`src/rtl/mdu_iter_if.sv`:
```
// Handshake and operand/result bundle between the EX stage and the
// iterative multiply/divide unit.
interface mdu_iter_if #(
    parameter int WIDTH = 32
);
    logic             start_i;
    logic [1:0]       op_i;
    logic [WIDTH-1:0] a_i;
    logic [WIDTH-1:0] b_i;
    logic             flush_i;
    logic             except_i;
    logic             busy_o;
    logic             stall_o;
    logic             done_o;
    logic [WIDTH-1:0] hi_o;
    logic [WIDTH-1:0] lo_o;

    modport master (
        output start_i, op_i, a_i, b_i, flush_i, except_i,
        input  busy_o, stall_o, done_o, hi_o, lo_o
    );

    modport slave (
        input  start_i, op_i, a_i, b_i, flush_i, except_i,
        output busy_o, stall_o, done_o, hi_o, lo_o
    );
endinterface

```
`src/rtl/mdu_iter.sv`:
```
// Iterative signed/unsigned MULT/DIV unit, one bit per cycle.
// Works on magnitudes and applies sign correction in the FIX state.
module mdu_iter #(
    parameter int WIDTH  = 32,
    parameter bit DIV_EN = 1'b1
) (
    input  logic       clk_i,
    input  logic       rst_i,
    mdu_iter_if.slave  bus
);
    localparam int             CW       = (WIDTH > 1) ? $clog2(WIDTH) : 1;
    localparam logic [1:0]     S_IDLE   = 2'd0;
    localparam logic [1:0]     S_RUN    = 2'd1;
    localparam logic [1:0]     S_FIX    = 2'd2;
    localparam logic [CW-1:0]  CNT_LAST = CW'(WIDTH - 1);
    localparam logic [CW-1:0]  CNT_ONE  = CW'(1);

    function automatic logic [WIDTH-1:0] cneg(input logic neg, input logic [WIDTH-1:0] v);
        return neg ? (~v + WIDTH'(1)) : v;
    endfunction

    logic [1:0]         state_q, state_d;
    logic [CW-1:0]      cnt_q, cnt_d;
    logic [1:0]         op_q, op_d;
    logic [WIDTH-1:0]   a_q, a_d;
    logic [WIDTH-1:0]   b_q, b_d;
    logic [2*WIDTH-1:0] acc_q, acc_d;
    logic               neg_res_q, neg_res_d;
    logic               neg_rem_q, neg_rem_d;
    logic               dz_q, dz_d;
    logic               done_q, done_d;
    logic [WIDTH-1:0]   hi_q, hi_d;
    logic [WIDTH-1:0]   lo_q, lo_d;

    logic               sign_a_s, sign_b_s;
    logic [WIDTH:0]     mul_sum_s;
    logic [2*WIDTH-1:0] mul_next_s;
    logic [WIDTH:0]     div_rem_s, div_diff_s;
    logic               div_ge_s;
    logic [2*WIDTH-1:0] div_next_s;
    logic [2*WIDTH-1:0] prod_s;

    assign sign_a_s = ~bus.op_i[0] & bus.a_i[WIDTH-1];
    assign sign_b_s = ~bus.op_i[0] & bus.b_i[WIDTH-1];

    // acc holds {hi, lo}: shift-add keeps the multiplier in the low half,
    // restoring division keeps {remainder, dividend/quotient}.
    assign mul_sum_s  = {1'b0, acc_q[2*WIDTH-1:WIDTH]} + (acc_q[0] ? {1'b0, a_q} : {(WIDTH+1){1'b0}});
    assign mul_next_s = {mul_sum_s, acc_q[WIDTH-1:1]};
    assign div_rem_s  = acc_q[2*WIDTH-1:WIDTH-1];
    assign div_diff_s = div_rem_s - {1'b0, b_q};
    assign div_ge_s   = ~div_diff_s[WIDTH];
    assign div_next_s = {(div_ge_s ? div_diff_s[WIDTH-1:0] : div_rem_s[WIDTH-1:0]),
                         acc_q[WIDTH-2:0], div_ge_s};
    assign prod_s     = neg_res_q ? (~acc_q + (2*WIDTH)'(1)) : acc_q;

    // Next-state and datapath update
    always_comb begin
        state_d   = state_q;
        cnt_d     = cnt_q;
        op_d      = op_q;
        a_d       = a_q;
        b_d       = b_q;
        acc_d     = acc_q;
        neg_res_d = neg_res_q;
        neg_rem_d = neg_rem_q;
        dz_d      = dz_q;
        done_d    = 1'b0;
        hi_d      = hi_q;
        lo_d      = lo_q;
        case (state_q)
            S_IDLE: begin
                if (bus.start_i) begin
                    op_d      = bus.op_i;
                    neg_res_d = sign_a_s ^ sign_b_s;
                    neg_rem_d = sign_a_s;
                    cnt_d     = '0;
                    a_d       = cneg(sign_a_s, bus.a_i);
                    b_d       = cneg(sign_b_s, bus.b_i);
                    dz_d      = 1'b0;
                    if (bus.op_i[1]) begin
                        acc_d = {{WIDTH{1'b0}}, cneg(sign_a_s, bus.a_i)};
                        if (!DIV_EN) begin
                            state_d = S_FIX;
                        end else if (bus.b_i == '0) begin
                            dz_d    = 1'b1;
                            a_d     = bus.a_i;
                            state_d = S_FIX;
                        end else begin
                            state_d = S_RUN;
                        end
                    end else begin
                        acc_d   = {{WIDTH{1'b0}}, cneg(sign_b_s, bus.b_i)};
                        state_d = S_RUN;
                    end
                end else begin
                    state_d = S_IDLE;
                end
            end
            S_RUN: begin
                acc_d = op_q[1] ? div_next_s : mul_next_s;
                cnt_d = cnt_q + CNT_ONE;
                if (cnt_q == CNT_LAST) begin
                    state_d = S_FIX;
                end else begin
                    state_d = S_RUN;
                end
            end
            S_FIX: begin
                done_d  = 1'b1;
                state_d = S_IDLE;
                if (op_q[1]) begin
                    if (!DIV_EN) begin
                        hi_d = '0;
                        lo_d = '0;
                    end else if (dz_q) begin
                        hi_d = a_q;
                        lo_d = '1;
                    end else begin
                        hi_d = cneg(neg_rem_q, acc_q[2*WIDTH-1:WIDTH]);
                        lo_d = cneg(neg_res_q, acc_q[WIDTH-1:0]);
                    end
                end else begin
                    hi_d = prod_s[2*WIDTH-1:WIDTH];
                    lo_d = prod_s[WIDTH-1:0];
                end
            end
            default: begin
                state_d = S_IDLE;
            end
        endcase
        // Flush wins over everything, including a start and a pending result.
        if (bus.flush_i) begin
            state_d = S_IDLE;
            cnt_d   = '0;
            done_d  = 1'b0;
            hi_d    = hi_q;
            lo_d    = lo_q;
        end else begin
            state_d = state_d;
        end
    end

    // State registers with asynchronous active-low reset
    always_ff @(posedge clk_i or negedge rst_i) begin
        if (!rst_i) begin
            state_q   <= S_IDLE;
            cnt_q     <= '0;
            op_q      <= 2'b00;
            a_q       <= '0;
            b_q       <= '0;
            acc_q     <= '0;
            neg_res_q <= 1'b0;
            neg_rem_q <= 1'b0;
            dz_q      <= 1'b0;
            done_q    <= 1'b0;
            hi_q      <= '0;
            lo_q      <= '0;
        end else begin
            state_q   <= state_d;
            cnt_q     <= cnt_d;
            op_q      <= op_d;
            a_q       <= a_d;
            b_q       <= b_d;
            acc_q     <= acc_d;
            neg_res_q <= neg_res_d;
            neg_rem_q <= neg_rem_d;
            dz_q      <= dz_d;
            done_q    <= done_d;
            hi_q      <= hi_d;
            lo_q      <= lo_d;
        end
    end

    assign bus.busy_o  = (state_q != S_IDLE);
    assign bus.stall_o = ((state_q != S_IDLE) | bus.start_i) & ~done_q & ~bus.except_i;
    assign bus.done_o  = done_q;
    assign bus.hi_o    = hi_q;
    assign bus.lo_o    = lo_q;
endmodule

```
`src/flat_wrapper.sv`:
```
// flat-port wrapper written by rule: the top's interface ports become plain ports
module mdu_iter_flat 
#(
    parameter int WIDTH  = 32,
    parameter bit DIV_EN = 1'b1
)
  (clk_i, rst_i, bus_start_i, bus_op_i, bus_a_i, bus_b_i, bus_flush_i, bus_except_i, bus_busy_o, bus_stall_o, bus_done_o, bus_hi_o, bus_lo_o);
  mdu_iter_if #(.WIDTH(WIDTH)) bus_i ();
  input  logic clk_i;
  input  logic rst_i;
  input wire logic [$bits(bus_i.start_i)-1:0] bus_start_i;
  input wire logic [$bits(bus_i.op_i)-1:0] bus_op_i;
  input wire logic [$bits(bus_i.a_i)-1:0] bus_a_i;
  input wire logic [$bits(bus_i.b_i)-1:0] bus_b_i;
  input wire logic [$bits(bus_i.flush_i)-1:0] bus_flush_i;
  input wire logic [$bits(bus_i.except_i)-1:0] bus_except_i;
  output wire logic [$bits(bus_i.busy_o)-1:0] bus_busy_o;
  output wire logic [$bits(bus_i.stall_o)-1:0] bus_stall_o;
  output wire logic [$bits(bus_i.done_o)-1:0] bus_done_o;
  output wire logic [$bits(bus_i.hi_o)-1:0] bus_hi_o;
  output wire logic [$bits(bus_i.lo_o)-1:0] bus_lo_o;
  assign bus_i.start_i = bus_start_i;
  assign bus_i.op_i = bus_op_i;
  assign bus_i.a_i = bus_a_i;
  assign bus_i.b_i = bus_b_i;
  assign bus_i.flush_i = bus_flush_i;
  assign bus_i.except_i = bus_except_i;
  assign bus_busy_o = bus_i.busy_o;
  assign bus_stall_o = bus_i.stall_o;
  assign bus_done_o = bus_i.done_o;
  assign bus_hi_o = bus_i.hi_o;
  assign bus_lo_o = bus_i.lo_o;
  mdu_iter #(.WIDTH(WIDTH), .DIV_EN(DIV_EN)) u_core (.clk_i(clk_i), .rst_i(rst_i), .bus(bus_i));
endmodule
```
`config.mk`:
```
export PLATFORM = sky130hd
export DESIGN_NAME = mdu_iter_flat
export DESIGN_NICKNAME = d
export VERILOG_FILES = /design/src/rtl/mdu_iter_if.sv /design/src/rtl/mdu_iter.sv /design/src/flat_wrapper.sv
export SDC_FILE = /design/constraint.sdc
export NUM_CORES = 1
export LEC_CHECK = 0
export CAP_MARGIN = 25
export CORE_AREA = 2 2 188 190
export CTS_CLUSTER_SIZE = 40
export DETAILED_ROUTE_END_ITERATION = 8
export DIE_AREA = 0 0 190 192
export GPL_TIMING_DRIVEN = 0
export PLACE_DENSITY = 0.71
export SLEW_MARGIN = 20
export SYNTH_ARGS = -nofsm -noshare
export SYNTH_HDL_FRONTEND = slang
export SYNTH_SLANG_ARGS = --single-unit
```
`constraint.sdc`:
```
create_clock -name clk_i -period 3.9 [get_ports clk_i]
set_input_delay 0.78 -clock clk_i [delete_from_list [all_inputs] [get_ports clk_i]]
set_output_delay 0.78 -clock clk_i [all_outputs]
set_load 0.01 [all_outputs]
```
==> impl_table.tex <==
\begin{tabular}{lr}
\hline
Metric & Value \\
\hline
\multicolumn{2}{l}{\textbf{Synthesis}} \\
Synth Register Bits & 204 \\
Number of library cell types mapped by synthesis & 75 \\
Commonest cells post-synth & sky130\_fd\_sc\_hd\_\_nand2\_1, sky130\_fd\_sc\_hd\_\_o21ai\_0, sky130\_fd\_sc\_hd\_\_nor2\_1, sky130\_fd\_sc\_hd\_\_dfrtp\_1, sky130\_fd\_sc\_hd\_\_a21oi\_1 \\
Cell with the most instances after synthesis & sky130\_fd\_sc\_hd\_\_nand2\_1 \\
Post-Syn Instances & 2133 \\
Dominant cell type by area after synthesis & sky130\_fd\_sc\_hd\_\_dfrtp\_1 \\
Sequential-to-total area share from yosys stat & 30.67\% \\
Count of warnings emitted by yosys & 0 \\
Share of synthesized registers carrying an async set or reset & 100.0\% \\
Post-synth top area share & 30.67\% \\
Post-synth EDFFs & 0 \\
Cell area after synthesis & 16650 um\^{}2 \\
Average cell area after synthesis & 7.805 um\^{}2 \\
Cells taking the most area after synthesis & sky130\_fd\_sc\_hd\_\_dfrtp\_1, sky130\_fd\_sc\_hd\_\_o21ai\_0, sky130\_fd\_sc\_hd\_\_nand2\_1, sky130\_fd\_sc\_hd\_\_xnor2\_1, sky130\_fd\_sc\_hd\_\_xor2\_1 \\
Most frequently used flop master after synthesis & sky130\_fd\_sc\_hd\_\_dfrtp\_1 \\
Net count after synthesis & 2276 \\
\multicolumn{2}{l}{\textbf{CTS}} \\
TritonCTS buffer count & 24 \\
Sinks on the clock net & 204 \\
Latest clock arrival within the worst-skew pair & 570 ps \\
Clock tree from TritonCTS & built \\
Longest Clk Path Bufs & 3 \\
Clock-pin slew on the worst setup and hold paths & 70 ps \\
Root cell of the clock tree & sky130\_fd\_sc\_hd\_\_clkbuf\_16 \\
Hold-fix buffer count after cts & 0 \\
CTS H-Tree Depth & 1 \\
\multicolumn{2}{l}{\textbf{Setup path}} \\
Slowest cell on crit path & sky130\_fd\_sc\_hd\_\_dfrtp\_2 \\
Register-to-register path setup slack & 90 ps \\
Buf/Inv on CP & 1 \\
Largest driver fanout on the critical path & 5 \\
Crit end category & flip-flop \\
Classification of the worst setup path & reg -> reg \\
Cell family contributing the most delay on the critical path & compound AO/OA/AOI/OAI gates \\
Cell seen most often among critical-path stages & sky130\_fd\_sc\_hd\_\_a31oi\_1 \\
Worst path max stage delay & 480 ps \\
Arrival time worst endpoint & 4300 ps \\
Critical path required time & 4390 ps \\
Startpoint Class & flip-flop \\
CP Cell Sequence & and2\_1 -> ha\_1 -> inv\_1 -> fa\_1 -> nor2b\_1 -> o31ai\_1 -> a211o\_1 -> a21boi\_4 -> a31oi\_2 -> o211ai\_1 -> a31oi\_1 -> or2\_2 -> a31oi\_1 -> a32o\_1 \\
\multicolumn{2}{l}{\textbf{Detailed routing}} \\
Remaining routing DRC violations & 0 \\
Via-to-Cell Ratio & 6.133 \\
Final routed wirelength across all metal layers & 65260 um \\
Vias & 17010 \\
Detailed-routing iteration count for the pre-antenna-repair pass & 5 \\
Number of violations reported at the end of detailed-routing iteration 0 & 1527 \\
Remaining antenna violation count after routing & 0 \\
Final routed wire length divided by cell count & 23.54 um \\
\multicolumn{2}{l}{\textbf{Final layout}} \\
Final design instance area without fill & 19670 um\^{}2 \\
FILL cells & 3220 \\
Sequential cell area & 5107 um\^{}2 \\
P\&R area growth vs syn & 18.15\% \\
Ratio of cells with drive above 1 in the final layout & 5.527\% \\
Count of nets after finishing & 2442 \\
Area of the multi-input gates & 10860 um\^{}2 \\
\multicolumn{2}{l}{\textbf{Global routing}} \\
Antenna violations before repair & 0 \\
Vias in the first global route & 16250 \\
Maximum number of pins on one net before global-route repair & 96 \\
First-pass GRT wire length & 97390 um \\
Congestion Overflow GR & 0 \\
Total track usage & 35.33\% \\
\multicolumn{2}{l}{\textbf{STA}} \\
Final-report max-slew violation count & 0 \\
Max Fclk & 262.5 MHz \\
Worst hold slack & 109.5 ps \\
Final hold violation count & 0 \\
Post-layout min period & 3809 ps \\
Transition at the pin with the smallest max-transition slack & 880.6 ps \\
Largest clock skew in the final design & 26.87 ps \\
Relative max-transition margin & 41.29\% \\
Setup repair after global routing missed its margin & false \\
Fin crit share & 97.67\% \\
Number of setup violations in the final report & 0 \\
\multicolumn{2}{l}{\textbf{Hold path}} \\
Type of the worst min-delay path & in -> async \\
\multicolumn{2}{l}{\textbf{Power}} \\
Net switching power & 4.940 mW \\
Leakage Power & 8.319 nW \\
Overall power after layout & 10.79 mW \\
Internal power & 5.851 mW \\
Clock power frac & 21.7\% \\
Maximum resistive drop on vdd & 0.4195 mV \\
Fraction of power spent switching nets & 45.78\% \\
Cell area power density & 548.7 nW/um\^{}2 \\
Fraction of power consumed by sequential logic & 27.3\% \\
Part of the total power dissipated in combinational logic & 51.0\% \\
\multicolumn{2}{l}{\textbf{Die}} \\
Initial core utilization & 48.55\% \\
Core box area & 34290 um\^{}2 \\
Horizontal extent of the die & 190 um \\
Overall die area & 36480 um\^{}2 \\
DIE HEIGHT & 192 um \\
Top-level port count & 138 \\
Total number of placement rows & 68 \\
\multicolumn{2}{l}{\textbf{Run status}} \\
Result of the run & finished, final reports clean \\
\multicolumn{2}{l}{\textbf{Placement}} \\
HPWL after detailed placement & 51680 um \\
I/O Buffers & 132 \\
Area of placed instances & 18600 um\^{}2 \\
Routability congestion estimate & 0.9777 \\
\multicolumn{2}{l}{\textbf{Flow run}} \\
Number of max-cap violations & 0 \\
\hline
\end{tabular}
==> cell usage in the layout, fill, tap and decap left out, types with 11 or more instances in the layout <==
| cell type | netlist | final |
|---|---|---|
| sky130_fd_sc_hd__inv_1 | 67 | 66 |
| sky130_fd_sc_hd__and2_1 | 37 | 37 |
| sky130_fd_sc_hd__a21oi_1 | 158 | 157 |
| sky130_fd_sc_hd__nor2_1 | 205 | 204 |
| sky130_fd_sc_hd__buf_1 | 13 | 12 |
| sky130_fd_sc_hd__clkdlybuf4s50_1 | 0 | 131 |
| sky130_fd_sc_hd__nand3_1 | 22 | 22 |
| sky130_fd_sc_hd__nand2b_1 | 20 | 19 |
| sky130_fd_sc_hd__ha_1 | 70 | 69 |
| sky130_fd_sc_hd__nor4_1 | 12 | 11 |
| sky130_fd_sc_hd__clkbuf_1 | 127 | 123 |
| sky130_fd_sc_hd__dfrtp_1 | 204 | 202 |
| sky130_fd_sc_hd__clkbuf_16 | 0 | 24 |
| sky130_fd_sc_hd__mux2i_1 | 71 | 71 |
| sky130_fd_sc_hd__o31ai_1 | 25 | 24 |
| sky130_fd_sc_hd__a31oi_1 | 26 | 25 |
| sky130_fd_sc_hd__nand4_1 | 14 | 14 |
| sky130_fd_sc_hd__nor2b_1 | 23 | 23 |
| sky130_fd_sc_hd__a22oi_1 | 28 | 28 |
| sky130_fd_sc_hd__o21ai_0 | 243 | 242 |
| sky130_fd_sc_hd__nor3_1 | 38 | 36 |
| sky130_fd_sc_hd__or4_1 | 11 | 11 |
| sky130_fd_sc_hd__xnor2_1 | 112 | 109 |
| sky130_fd_sc_hd__a21o_1 | 30 | 30 |
| sky130_fd_sc_hd__o21ai_1 | 12 | 13 |
| sky130_fd_sc_hd__o211ai_1 | 12 | 12 |
| sky130_fd_sc_hd__or3_1 | 22 | 22 |
| sky130_fd_sc_hd__nand2_1 | 268 | 267 |
| sky130_fd_sc_hd__xor2_1 | 106 | 106 |
==> final timing paths <==
check,startpoint,to,cells past startpoint
min reg2reg,u_core.bus.hi_o[28],u_core.bus.hi_o[28],2
min in group clk_i,u_core.bus.hi_o[28],u_core.bus.hi_o[28],2
max in group asynchronous,rst_i,u_core.acc_q[13],3
min,rst_i,u_core.acc_q[38],1
max,u_core.acc_q[0],u_core.acc_q[63],14
max reg2reg,u_core.acc_q[0],u_core.acc_q[63],14
==> sequential cells by signal, summed over array words and instances, names as in the netlist <==
signal,flops
u_core.a_q,32
u_core.acc_q,64
u_core.b_q,32
u_core.bus.done_o,1
u_core.bus.hi_o,32
u_core.bus.lo_o,32
u_core.cnt_q,5
u_core.dz_q,1
u_core.neg_rem_q,1
u_core.neg_res_q,1
u_core.op_q,1
u_core.state_q,2
==> area by class of cell <==
class,count,area share (%)
multi-input combinational,1712,55.19
buffer,147,3.123
tap,455,2.894
sequential,204,25.97
inverter,68,1.298
clock buffer,36,3.740
timing repair buffer,142,7.328
antenna,2,0.02545
clock inverter,7,0.4326
==> worst reg2reg max path: cells and delay by family (launching register included) <==
kind / cells / cell delay [ps]
adder cells (fa/ha/maj): 2 / 700
AND/OR/NAND/NOR: 3 / 680
AO/OA/AOI/OAI: 8 / 1770
buffers and inverters: 1 / 90
flip-flops: 1 / 480
==> power by group through the flow <==
stage / logic (mW) / clock network (mW) / registers, mW
final: 5.51 / 2.34 / 2.94
after floorplan: 3.75 / 0 / 2.66
after global routing: 5.97 / 2.42 / 2.94
after CTS: 5.32 / 2.34 / 2.90
after detailed placement: 5.17 / 0 / 2.93
after global placement: 5.12 / 0 / 2.93
==> cells by family after synthesis <==
kind of cell,share of synthesized area [%]
AND/OR/NAND/NOR,19.97
buffers and inverters,5.126
AO/OA/AOI/OAI,22.86
adder cells (fa/ha/maj),5.502
XOR/XNOR,11.47
flip-flops,30.67
multiplexers,4.404
==> metrics by stage <==
step / worst slack [ps] / TNS, ps / utilization [%] / cells
6_report: 91.05 / 0 / 57.36 / 2773
2_1_floorplan: 246.3 / 0 / - / 2133
4_1_cts: 12.91 / 0 / 56.99 / 2767
3_5_place_dp: -1243 / -53010 / 54.24 / 2722
3_3_place_gp: -6648 / -1399300 / 54.07 / 2720
5_1_grt: 2.062 / 0 / 57.35 / 2771
==> layer usage <==
layer / global-route usage (%) / part of all wire [%] / routed length [um] / up-vias
met5: 0 / 0 / 0 / -
met4: 18.19 / 5.7 / 3705 / 0
met3: 6.158 / 8.3 / 5434 / 183
met2: 56.47 / 45 / 29200 / 857
met1: 45.99 / 41 / 26930 / 8138
li1: - / - / - / 7829
==> repair_timing <==
item / CTS / global route
pin swaps: 2 / 3
setup buffers: 4 / 4
setup endpoints to repair: 58 / 50
resized for setup: 29 / 17
Power figures use the tool's default switching activity.
